[config.mk]
export PLATFORM = sky130hd
export DESIGN_NAME = mem_stage_lsu_flat
export DESIGN_NICKNAME = d
export VERILOG_FILES = /design/src/rtl/lsu_pkg.sv /design/src/rtl/mem_stage_lsu_if.sv /design/src/rtl/lsu_align.sv /design/src/rtl/mem_stage_lsu.sv /design/src/flat_wrapper.sv
export SDC_FILE = /design/constraint.sdc
export NUM_CORES = 1
export LEC_CHECK = 0
export ABC_CLOCK_PERIOD_IN_PS = 1900
export CAP_MARGIN = 20
export CORE_MARGIN = 4
export CORE_UTILIZATION = 40
export CTS_BUF_LIST = sky130_fd_sc_hd__clkbuf_8 sky130_fd_sc_hd__clkbuf_16
export DETAILED_ROUTE_END_ITERATION = 8
export PLACE_DENSITY = 0.81
export SYNTH_ARGS = -nofsm -noshare
export SYNTH_HDL_FRONTEND = slang
export SYNTH_HIERARCHICAL = 1
export SYNTH_SLANG_ARGS = --single-unit
[constraint.sdc]
create_clock -name clk -period 1.9 [get_ports clk]
set_input_delay 0.38 -clock clk [delete_from_list [all_inputs] [get_ports clk]]
set_output_delay 0.38 -clock clk [all_outputs]
set_load 0.02 [all_outputs]
[src/rtl/lsu_pkg.sv]
// Shared types and constants for the memory-stage load/store unit.
// Latency: none (declarations only).
// Backpressure: n/a.
package lsu_pkg;

    typedef enum logic [1:0] {
        ST_IDLE = 2'd0,
        ST_REQ  = 2'd1,
        ST_RESP = 2'd2,
        ST_DONE = 2'd3
    } lsu_state_t;

    localparam logic [2:0] F3_B  = 3'b000;
    localparam logic [2:0] F3_H  = 3'b001;
    localparam logic [2:0] F3_W  = 3'b010;
    localparam logic [2:0] F3_BU = 3'b100;
    localparam logic [2:0] F3_HU = 3'b101;

    localparam logic [3:0] STRB_B = 4'b0001;
    localparam logic [3:0] STRB_H = 4'b0011;
    localparam logic [3:0] STRB_W = 4'b1111;

    // True when the byte offset is not a multiple of the access size.
    // Any funct3 that is not a byte/halfword encoding is a word access.
    function automatic logic is_misaligned(input logic [2:0] f3, input logic [1:0] off);
        logic mis;
        case (f3)
            F3_B, F3_BU: mis = 1'b0;
            F3_H, F3_HU: mis = off[0];
            default:     mis = (off != 2'b00);
        endcase
        return mis;
    endfunction

endpackage

[src/rtl/mem_stage_lsu_if.sv]
// Data-memory request/grant/response port bundle.
// Latency: none (wires only).
// Backpressure: requester holds dm_req and its fields until dm_gnt.
interface mem_stage_lsu_if #(
    parameter int ADDR_W = 32,
    parameter int XLEN   = 32
);
    logic              dm_req;
    logic              dm_we;
    logic [ADDR_W-1:0] dm_addr;
    logic [3:0]        dm_wstrb;
    logic [XLEN-1:0]   dm_wdata;
    logic              dm_gnt;
    logic              dm_rvalid;
    logic [XLEN-1:0]   dm_rdata;

    modport master (
        output dm_req, dm_we, dm_addr, dm_wstrb, dm_wdata,
        input  dm_gnt, dm_rvalid, dm_rdata
    );

    modport slave (
        input  dm_req, dm_we, dm_addr, dm_wstrb, dm_wdata,
        output dm_gnt, dm_rvalid, dm_rdata
    );
endinterface

[src/rtl/lsu_align.sv]
// Store lane replication/strobes and load lane extraction with sign/zero extension.
// Latency: purely combinational.
// Backpressure: none.
module lsu_align
    import lsu_pkg::*;
(
    input  logic [2:0]  st_funct3_i,
    input  logic [1:0]  st_off_i,
    input  logic [31:0] rs2_i,
    output logic [31:0] st_wdata_o,
    output logic [3:0]  st_wstrb_o,
    input  logic [2:0]  ld_funct3_i,
    input  logic [1:0]  ld_off_i,
    input  logic [31:0] rdata_i,
    output logic [31:0] ld_data_o
);

    logic [7:0]  ld_byte;
    logic [15:0] ld_half;

    // Store: replicate the source across every lane it could land in and enable only the addressed lanes.
    always_comb begin
        st_wdata_o = rs2_i;
        st_wstrb_o = STRB_W;
        case (st_funct3_i)
            F3_B: begin
                st_wdata_o = {4{rs2_i[7:0]}};
                st_wstrb_o = STRB_B << st_off_i;
            end
            F3_H: begin
                st_wdata_o = {2{rs2_i[15:0]}};
                st_wstrb_o = STRB_H << {st_off_i[1], 1'b0};
            end
            default: begin
                st_wdata_o = rs2_i;
                st_wstrb_o = STRB_W;
            end
        endcase
    end

    // Load: pick the addressed lane, then extend it according to the signedness of the op.
    always_comb begin
        ld_byte = rdata_i[7:0];
        case (ld_off_i)
            2'd0: ld_byte = rdata_i[7:0];
            2'd1: ld_byte = rdata_i[15:8];
            2'd2: ld_byte = rdata_i[23:16];
            2'd3: ld_byte = rdata_i[31:24];
            default: ld_byte = rdata_i[7:0];
        endcase
        ld_half = ld_off_i[1] ? rdata_i[31:16] : rdata_i[15:0];
        case (ld_funct3_i)
            F3_B:    ld_data_o = {{24{ld_byte[7]}}, ld_byte};
            F3_BU:   ld_data_o = {24'd0, ld_byte};
            F3_H:    ld_data_o = {{16{ld_half[15]}}, ld_half};
            F3_HU:   ld_data_o = {16'd0, ld_half};
            default: ld_data_o = rdata_i;
        endcase
    end

endmodule

[src/rtl/mem_stage_lsu.sv]
// Memory-stage LSU: issues one data-memory access per load/store and returns extended load data.
// Latency: store 3 cycles (accept, REQ, DONE), load 4 cycles minimum; each gnt/rvalid wait adds one.
// Backpressure: lsu_stall freezes the pipeline from accept until DONE; optional trap via LSU_MISALIGN_TRAP_EN.
module mem_stage_lsu
    import lsu_pkg::*;
#(
    parameter int ADDR_W = 32,
    parameter int XLEN   = 32
)(
    input  logic              clk,
    input  logic              rst,
    input  logic              mem_valid,
    input  logic              mem_rd,
    input  logic              mem_wr,
    input  logic [2:0]        mem_funct3,
    input  logic [XLEN-1:0]   alu_out,
    input  logic [XLEN-1:0]   rs2_data,
    input  logic              flush,
    mem_stage_lsu_if.master   dm,
    output logic              lsu_stall,
    output logic              ld_valid,
    output logic [XLEN-1:0]   ld_data,
    output logic              misalign_exc
);

    lsu_state_t        state_q, state_d;
    logic [ADDR_W-1:0] addr_q;
    logic [2:0]        f3_q;
    logic              we_q;
    logic [XLEN-1:0]   wdata_q;
    logic [3:0]        wstrb_q;
    logic [XLEN-1:0]   ld_data_q;

    logic              mem_op;
    logic              accept;
    logic              trap;
    logic              stall;
    logic [31:0]       st_wdata;
    logic [3:0]        st_wstrb;
    logic [31:0]       ld_ext;

    // rst gates the request so that nothing combinational leaks out while reset is held
    assign mem_op = rst & mem_valid & (mem_rd | mem_wr) & ~flush;

    lsu_align u_align (
        .st_funct3_i (mem_funct3),
        .st_off_i    (alu_out[1:0]),
        .rs2_i       (rs2_data),
        .st_wdata_o  (st_wdata),
        .st_wstrb_o  (st_wstrb),
        .ld_funct3_i (f3_q),
        .ld_off_i    (addr_q[1:0]),
        .rdata_i     (dm.dm_rdata),
        .ld_data_o   (ld_ext)
    );

    // Next-state and stall: accept in IDLE, hold through the bus handshake, release in DONE.
    always_comb begin
        state_d = state_q;
        accept  = 1'b0;
        trap    = 1'b0;
        stall   = 1'b0;
        case (state_q)
            ST_IDLE: begin
                if (mem_op) begin
`ifdef LSU_MISALIGN_TRAP_EN
                    if (is_misaligned(mem_funct3, alu_out[1:0])) begin
                        trap = 1'b1;
                    end else begin
                        accept  = 1'b1;
                        stall   = 1'b1;
                        state_d = ST_REQ;
                    end
`else
                    accept  = 1'b1;
                    stall   = 1'b1;
                    state_d = ST_REQ;
`endif
                end
            end
            ST_REQ: begin
                stall = 1'b1;
                if (dm.dm_gnt) begin
                    state_d = we_q ? ST_DONE : ST_RESP;
                end
            end
            ST_RESP: begin
                stall = 1'b1;
                if (dm.dm_rvalid) begin
                    state_d = ST_DONE;
                end
            end
            ST_DONE: begin
                state_d = ST_IDLE;
            end
            default: begin
                state_d = ST_IDLE;
            end
        endcase
    end

    // State, latched request fields and load result; reset abandons any access in flight.
    always_ff @(posedge clk or negedge rst) begin
        if (!rst) begin
            state_q   <= ST_IDLE;
            addr_q    <= '0;
            f3_q      <= F3_W;
            we_q      <= 1'b0;
            wdata_q   <= '0;
            wstrb_q   <= '0;
            ld_data_q <= '0;
        end else begin
            state_q <= state_d;
            if (accept) begin
                addr_q  <= alu_out[ADDR_W-1:0];
                f3_q    <= mem_funct3;
                we_q    <= mem_wr;
                wdata_q <= st_wdata;
                wstrb_q <= mem_wr ? st_wstrb : 4'b0000;
            end
            if (state_q == ST_RESP && dm.dm_rvalid) begin
                ld_data_q <= ld_ext;
            end
        end
    end

    assign dm.dm_req    = (state_q == ST_REQ);
    assign dm.dm_we     = we_q;
    assign dm.dm_addr   = {addr_q[ADDR_W-1:2], 2'b00};
    assign dm.dm_wstrb  = wstrb_q;
    assign dm.dm_wdata  = wdata_q;

    assign lsu_stall    = stall;
    assign ld_valid     = (state_q == ST_DONE) & ~we_q;
    assign ld_data      = ld_data_q;
    assign misalign_exc = trap;

endmodule

[src/flat_wrapper.sv]
// flat-port wrapper written by rule: the top's interface ports become plain ports
module mem_stage_lsu_flat import lsu_pkg::*;
#(
    parameter int ADDR_W = 32,
    parameter int XLEN   = 32
)
  (clk, rst, mem_valid, mem_rd, mem_wr, mem_funct3, alu_out, rs2_data, flush, lsu_stall, ld_valid, ld_data, misalign_exc, dm_dm_req, dm_dm_we, dm_dm_addr, dm_dm_wstrb, dm_dm_wdata, dm_dm_gnt, dm_dm_rvalid, dm_dm_rdata);
  mem_stage_lsu_if #(.ADDR_W(ADDR_W), .XLEN(XLEN)) dm_i ();
  input  logic clk;
  input  logic rst;
  input  logic mem_valid;
  input  logic mem_rd;
  input  logic mem_wr;
  input  logic [2:0] mem_funct3;
  input  logic [XLEN-1:0] alu_out;
  input  logic [XLEN-1:0] rs2_data;
  input  logic flush;
  output logic lsu_stall;
  output logic ld_valid;
  output logic [XLEN-1:0] ld_data;
  output logic misalign_exc;
  output wire logic [$bits(dm_i.dm_req)-1:0] dm_dm_req;
  output wire logic [$bits(dm_i.dm_we)-1:0] dm_dm_we;
  output wire logic [$bits(dm_i.dm_addr)-1:0] dm_dm_addr;
  output wire logic [$bits(dm_i.dm_wstrb)-1:0] dm_dm_wstrb;
  output wire logic [$bits(dm_i.dm_wdata)-1:0] dm_dm_wdata;
  input wire logic [$bits(dm_i.dm_gnt)-1:0] dm_dm_gnt;
  input wire logic [$bits(dm_i.dm_rvalid)-1:0] dm_dm_rvalid;
  input wire logic [$bits(dm_i.dm_rdata)-1:0] dm_dm_rdata;
  assign dm_dm_req = dm_i.dm_req;
  assign dm_dm_we = dm_i.dm_we;
  assign dm_dm_addr = dm_i.dm_addr;
  assign dm_dm_wstrb = dm_i.dm_wstrb;
  assign dm_dm_wdata = dm_i.dm_wdata;
  assign dm_i.dm_gnt = dm_dm_gnt;
  assign dm_i.dm_rvalid = dm_dm_rvalid;
  assign dm_i.dm_rdata = dm_dm_rdata;
  mem_stage_lsu #(.ADDR_W(ADDR_W), .XLEN(XLEN)) u_core (.clk(clk), .rst(rst), .mem_valid(mem_valid), .mem_rd(mem_rd), .mem_wr(mem_wr), .mem_funct3(mem_funct3), .alu_out(alu_out), .rs2_data(rs2_data), .flush(flush), .dm(dm_i), .lsu_stall(lsu_stall), .ld_valid(ld_valid), .ld_data(ld_data), .misalign_exc(misalign_exc));
endmodule
* Yosys cells after proc, flatten, opt, wreduce, memory -nomap -nowiden
Cells that the tools add are included.
** Word-level totals
- Bits in registers :: 106
- Input bits :: 107
** Cells by class
- Equality and inequality tests :: 13
- Shift operators :: 2
- Mux-type cells :: 14
- Bitwise logic cells :: 7
- Reductions and logical operators :: 7
** Operators by type and width (count)
- $pmux W32 S4 :: 1
- $pmux W32 S2 :: 1
- $pmux W8 S4 :: 1
- $mux W16 :: 1
- $eq A2 B2 Y1 const B :: 4
- $pmux W2 S4 :: 1
- $pmux W4 S2 :: 1
- $eq A3 B1 Y1 const B :: 2
- $eq A3 B3 Y1 const B :: 2
- $logic_not A3 Y1 :: 2
- $mux W2 :: 3
- $and A1 B1 Y1 :: 4
- $eq A2 B1 Y1 const B :: 2
- $logic_not A2 Y1 :: 2
- $mux W4 :: 1
- $ne A2 B1 Y1 const B :: 2
- $shl A1 B2 Y4 const A :: 1
- $shl A2 B2 Y4 const A :: 1
- $mux W1 :: 3
- $reduce_and A3 Y1 :: 1
- $ne A2 B2 Y1 const B :: 1
- $not A1 Y1 :: 2
- $pmux W1 S2 :: 1
- $reduce_or A2 Y1 :: 1
- other kinds (2) :: 2

* Depth between registers and ports, before layout
- Depth after elaboration :: 5
- Depth in mapped cells :: 8
- Mapped depth without buffers :: 5

* Modules after synthesis
Netlist, hierarchy kept.
** By module, submodules not included
- mem_stage_lsu :: times used 1, cells an instance 287, area an instance 4425.5 µm²
- lsu_align :: times used 1, cells an instance 160, area an instance 1163.6 µm²

* Worst setup path before layout
Ideal clock, no wire load.
- Path type :: reg-to-output
- Start point :: register u_core.state_q[0]
- End point :: output lsu_stall
- Data arrival time :: 1.879 ns
- Data required time :: 1.520 ns
- Setup slack :: -0.359 ns
- Stages on the path, launching flop included :: 8
- Cells stage by stage :: dfrtp_1 -> inv_1 -> ha_1 -> or4b_4 -> buf_6 -> buf_6 -> buf_6 -> a21oi_1
** Between the ends
- Cells in the longest elaborated chain, start to end :: 3
- Elaborated cells on any way between the ends :: 5
- Those cells by class :: eq/ne (2); mux (1); reduce/logical (2)
** Ends and longest elaborated chain
- start: declaration :: line mem_stage_lsu.sv:26 : lsu_state_t state_q, state_d;
- start signal: assignment :: line mem_stage_lsu.sv:113 : state_q <= state_d;
- $eq A2 B1 Y1 / $eq A2 B2 Y1 (equally long branches) :: line mem_stage_lsu.sv:63 : case (state_q)
- $reduce_or A2 Y1 (no line)
- $pmux W1 S2 (*) :: line mem_stage_lsu.sv:63
- end: declaration :: line flat_wrapper.sv:18 : output logic lsu_stall;
Mark *: on every way between the ends. The rest lies on a longest branch, timed or not.

* Final worst setup path
- Start point :: input mem_wr
- End point :: output lsu_stall
** Between the ends
- Cells in the longest elaborated chain, start to end :: 5
** Ends and longest elaborated chain
- start: declaration :: line flat_wrapper.sv:13 : input logic mem_wr;
- $or A1 B1 Y1 :: line mem_stage_lsu.sv:43 : assign mem_op = rst & mem_valid & (mem_rd | mem_wr) & ~flush;
- $and A1 B1 Y1 (2 in a row) :: line mem_stage_lsu.sv:43
- $mux W1 :: line mem_stage_lsu.sv:65 : if (mem_op) begin
- $pmux W1 S2 :: line mem_stage_lsu.sv:63
No other way between the ends.

==> results list <==
- After floorplanning, the core was divided into 42 placement rows.
- Clock-pin slew on the worst setup and hold paths: about 0.070 ns
- Horizontal extent of the die: about 130 um
* Net switching share of the total power: between 30% and 40%
- Input and output buffers added on the ports amount to 208.
- Together, buffers and inverters on the worst path number 2.
- Remaining DRCs: 0
* Total power after layout: approximately 13 mW
- Combinational family with the most area after synthesis: multiplexers
- Switching Power: between 4 and 5 mW
* Share of the cycle needed by the critical path after routing: 112.3%
* Total number of yosys warnings: 6
- Placeable core region: about 0.013 mm^2
* Global-route congestion overflow total: 0
* Post-synthesis register bit count: 106
* Worst slew margin relative to its limit: between 40% and 50%
- The final-report hold violation count came to 0.
- Proportion of netlist area held by the largest area contributor: around 47%
* TritonRoute pass-1 iters: 5
- Share of final-layout standard cells stronger than drive strength 1: a little over 30%
- Overall global routing resource usage: 21.13%
- The floorplan step set the die height to 126.2 um.
- Worst skew pair latency: roughly 0.35 ns
- After clock tree synthesis, the flow added hold-fix buffers numbering 0.
* Buffer type at the clock tree root: clkbuf_16
* Worst Hold Class: in2async
* Ant diodes: 0
* Fraction of registers with async set or reset after synthesis: between 90% and 100%
- The synthesized design contains 0 enable-type register cells.
- Adder-cell share of the synthesized area: 1.119%
- Setup violations remaining at the end of the flow were counted as around 70.
- Across the routed clock network, the largest skew measured is approximately 0.0067 ns.
- Total power per unit cell area: 1609 mW/mm^2
* Area of the mapped netlist: about 0.0056 mm^2
- Worst Setup Start Kind: primary input
- Wire length of the first global-routing pass: 26460 um
* Floorplan die area: ~0.016 mm^2
* Clk buf depth: 2
- The final reports fail on setup timing.
* Layout overhead on the synthesized area: 48.62%
- On the critical path the largest part of the delay comes from simple AND/OR/NAND/NOR gates.
- TritonCTS buffer count: 9
* CTS tree: yes
* Post-route antenna net violation count: 0
- The worst-case IR drop observed on VDD is around 840 uV.
- The initial antenna violation count is 0.
- Register area share after synthesis: around 47%
- Setup repair after global routing could not meet its margin everywhere.
- Routability-driven placement finished with a final weighted congestion of roughly 0.86.
- During I/O placement, the number of pins put on the boundary was approximately 210.
- Most frequent cell after synthesis: dfrtp_1
* Number of global-route vias before repair: about 4800
- In the final routed layout, each cell accounts on average for 20.76 um.
- Share of the synthesized area in compound gates (AO/OA/AOI/OAI): approximately 8.3%
* Maximum single-stage delay on the critical path: 0.55 ns
- For this run, the top clock speed supported by timing is 0.4688 GHz.
* Largest area contributor in the netlist: dfrtp_1
- Simple logic cell fraction of the synthesized area: around 5.3%
- Across all layers, the routed design uses roughly 4300 vias.
* Finished Cell Area: approximately 0.0083 mm^2
- Time the final worst path needs with I/O delays and setup: ~2.1 ns
* Pin count of the biggest net entering global routing: 60
- Critical path data required time: about 1.5 ns
- The initial utilization of the core area, before any placement, comes to between 40% and 50%.
* Post-synthesis share of cell area spent on xor and xnor gates: 0%
* Cell types with the largest area share after synthesis: dfrtp_1, mux2_2, mux2_4
- Least-Margin Pin Slew: just under 0.8 ns
* Wire length reported by the detailed router: approximately 17000 um
* Critical path, cell by cell: clkdlybuf4s50_1 > nor2_1 > or4b_4 > a21oi_4 > buf_6
- Final worst slack: -0.2331 ns
- The wire-length estimate of the detail-placed layout is about 12000 um.
- In this run, flip-flops and latches consume 30.5% of the power.
- Area of placed instances: between 0.007 and 0.008 mm^2
* Standby leakage power: approximately 3.7 nW
- The commonest cells after synthesis are dfrtp_1, mux2_2, buf_4.
* Status: complete, but fails checks
- The worst setup path is captured at a primary output.
- STA puts the critical path data arrival time at between 1.5 and 2 ns.
- Sink count of the clock tree: between 100 and 150
* Critical Setup Path Class: in2out
- Biggest fanout along the worst timing path: 3
* P_int: between 8 and 9 mW
* Portion of total power attributed to combinational logic: between 50% and 60%
- Share of cell area taken by muxes after synthesis: between 20% and 30%
* Per-cell via count in the routed design: 5.278
- The most used flip-flop cell after synthesis is dfrtp_1.
- The net count of the finished layout is approximately 760.
- In this run, the clock network consumes 14.0% of the power.
- Synthesis produced a netlist whose cell count is 447.
* Slew Limit Fails: 0
* MaxCap Viol Count: 0
- In this run, distinct cell masters in the synthesized netlist total 38.
* H-tree depth reported by CTS: 3
- Each instance of the synthesized netlist takes up on average approximately 13 um^2.
- After the first detailed-routing iteration, the DRC count stood at 246.
- On the critical path, the stage with the largest delay is an instance of or4b_4.
==> state kept, by name (all words and copies together), names as in the netlist <==
register / cells
u_core/dm.dm_we: 1
u_core/state_q: 2
u_core/dm.dm_wstrb: 4
u_core/dm.dm_wdata: 32
u_core/addr_q: 32
u_core/ld_data: 32
u_core/f3_q: 3
==> kinds of logic (layout without fill, tap and decap cells) <==
| kind of cell | count (synthesis) | count (layout) |
|---|---|---|
| DFF | 106 | 106 |
| buffers and inverters | 76 | 275 |
| and+or+nand+nor | 58 | 58 |
| AOI/OAI and AO/OA | 66 | 66 |
| adders and majority gates | 5 | 5 |
| other | 1 | 3 |
| muxes | 135 | 135 |
==> final timing paths <==
check / from / to / slack, ns / depth (start not counted)
min: rst / u_core/ld_data[25]$_DFFE_PN0P_ / 0.15 / 2
max reg2reg: u_core/state_q[0]$_DFFE_PN0P_ / u_core/dm.dm_wdata[28]$_DFFE_PN0P_ / -0.12 / 7
max in group asynchronous: rst / u_core/dm.dm_wstrb[0]$_DFFE_PN0P_ / 0.46 / 3
max: mem_wr / lsu_stall / -0.23 / 5
min reg2reg: u_core/dm.dm_wstrb[2]$_DFFE_PN0P_ / u_core/dm.dm_wstrb[2]$_DFFE_PN0P_ / 0.48 / 2
min in group clk: u_core/dm.dm_wstrb[2]$_DFFE_PN0P_ / u_core/dm.dm_wstrb[2]$_DFFE_PN0P_ / 0.48 / 2
==> power by group through the flow <==
stage | Combinational, mW | Sequential (mW) | Clock, mW
3_3_place_gp | 7.09 | 4.03 | 0
5_1_grt | 7.86 | 4.22 | 2.03
4_1_cts | 7.41 | 4.07 | 1.92
3_5_place_dp | 7.29 | 4.09 | 0
2_1_floorplan | 3.68 | 4.81 | 0
6_report | 7.41 | 4.08 | 1.87
==> layout make-up <==
cell class / instances / area, um^2
flip-flops and latches: 106 / 2654
clock buffers: 13 / 280.3
well taps: 176 / 220.2
multi-input cells: 267 / 2455
fillers: 1065 / 5146
clock inverters: 3 / 20.02
inverters: 7 / 28.78
repair buffers: 252 / 2649
==> per-stage QoR <==
stage / worst slack, ns / instances / TNS, ns / hold slack (ns) / util [%]
detailed placement: -0.6684 / 796 / -32.73 / 0.4723 / 57.31
finish: -0.2331 / 824 / -6.583 / 0.1505 / 61.75
floorplan: -0.1340 / 449 / -0.1340 / 0.08441 / -
global route: -0.2976 / 824 / -9.983 / 0.2087 / 61.75
global placement: -0.6653 / 796 / -30.02 / 0.4649 / 57.31
CTS: -0.2095 / 819 / -4.061 / 0.1833 / 60.93
==> layer usage <==
layer	wire length [um]	track usage [%]
met5	0	0
met4	490	8.454
met3	1548	7.621
met2	8382	35.90
met1	6681	24.28
==> placed cells by master (no fill, tap or decap), types with 2 or more instances in the layout <==
cell type / n
dfrtp_1: 105
nor2b_2: 2
a21oi_1: 8
mux2i_1: 9
inv_1: 5
buf_12: 4
nor2b_1: 3
clkdlybuf4s50_1: 204
mux2_4: 22
nor2_1: 12
o211ai_1: 2
nand2_1: 28
buf_4: 30
buf_16: 6
clkbuf_16: 13
mux2_2: 103
buf_2: 2
a221o_1: 15
o21ai_1: 2
a22oi_1: 2
nor4b_1: 7
conb_1: 3
a22o_1: 8
ha_1: 4
o21ai_0: 22
clkbuf_8: 4
inv_2: 2
==> timing repair <==
| item | 4_1_cts | 5_1_grt |
|---|---|---|
| pin swaps | 1 | 0 |
| buffers inserted | 3 | 2 |
| gates resized for setup | 29 | 8 |
| gates cloned | 4 | 4 |
| setup endpoints to repair | 68 | 84 |
==> worst register-to-register path: cells and delay by family, from the launching register on <==
kind                       cells  cell delay [ns]
and+or+nand+nor                1             0.49
adders and majority gates      1             0.14
buffers and inverters          4             0.58
muxes                          1             0.30
DFF                            1             0.40
Power figures use the tool's default switching activity.
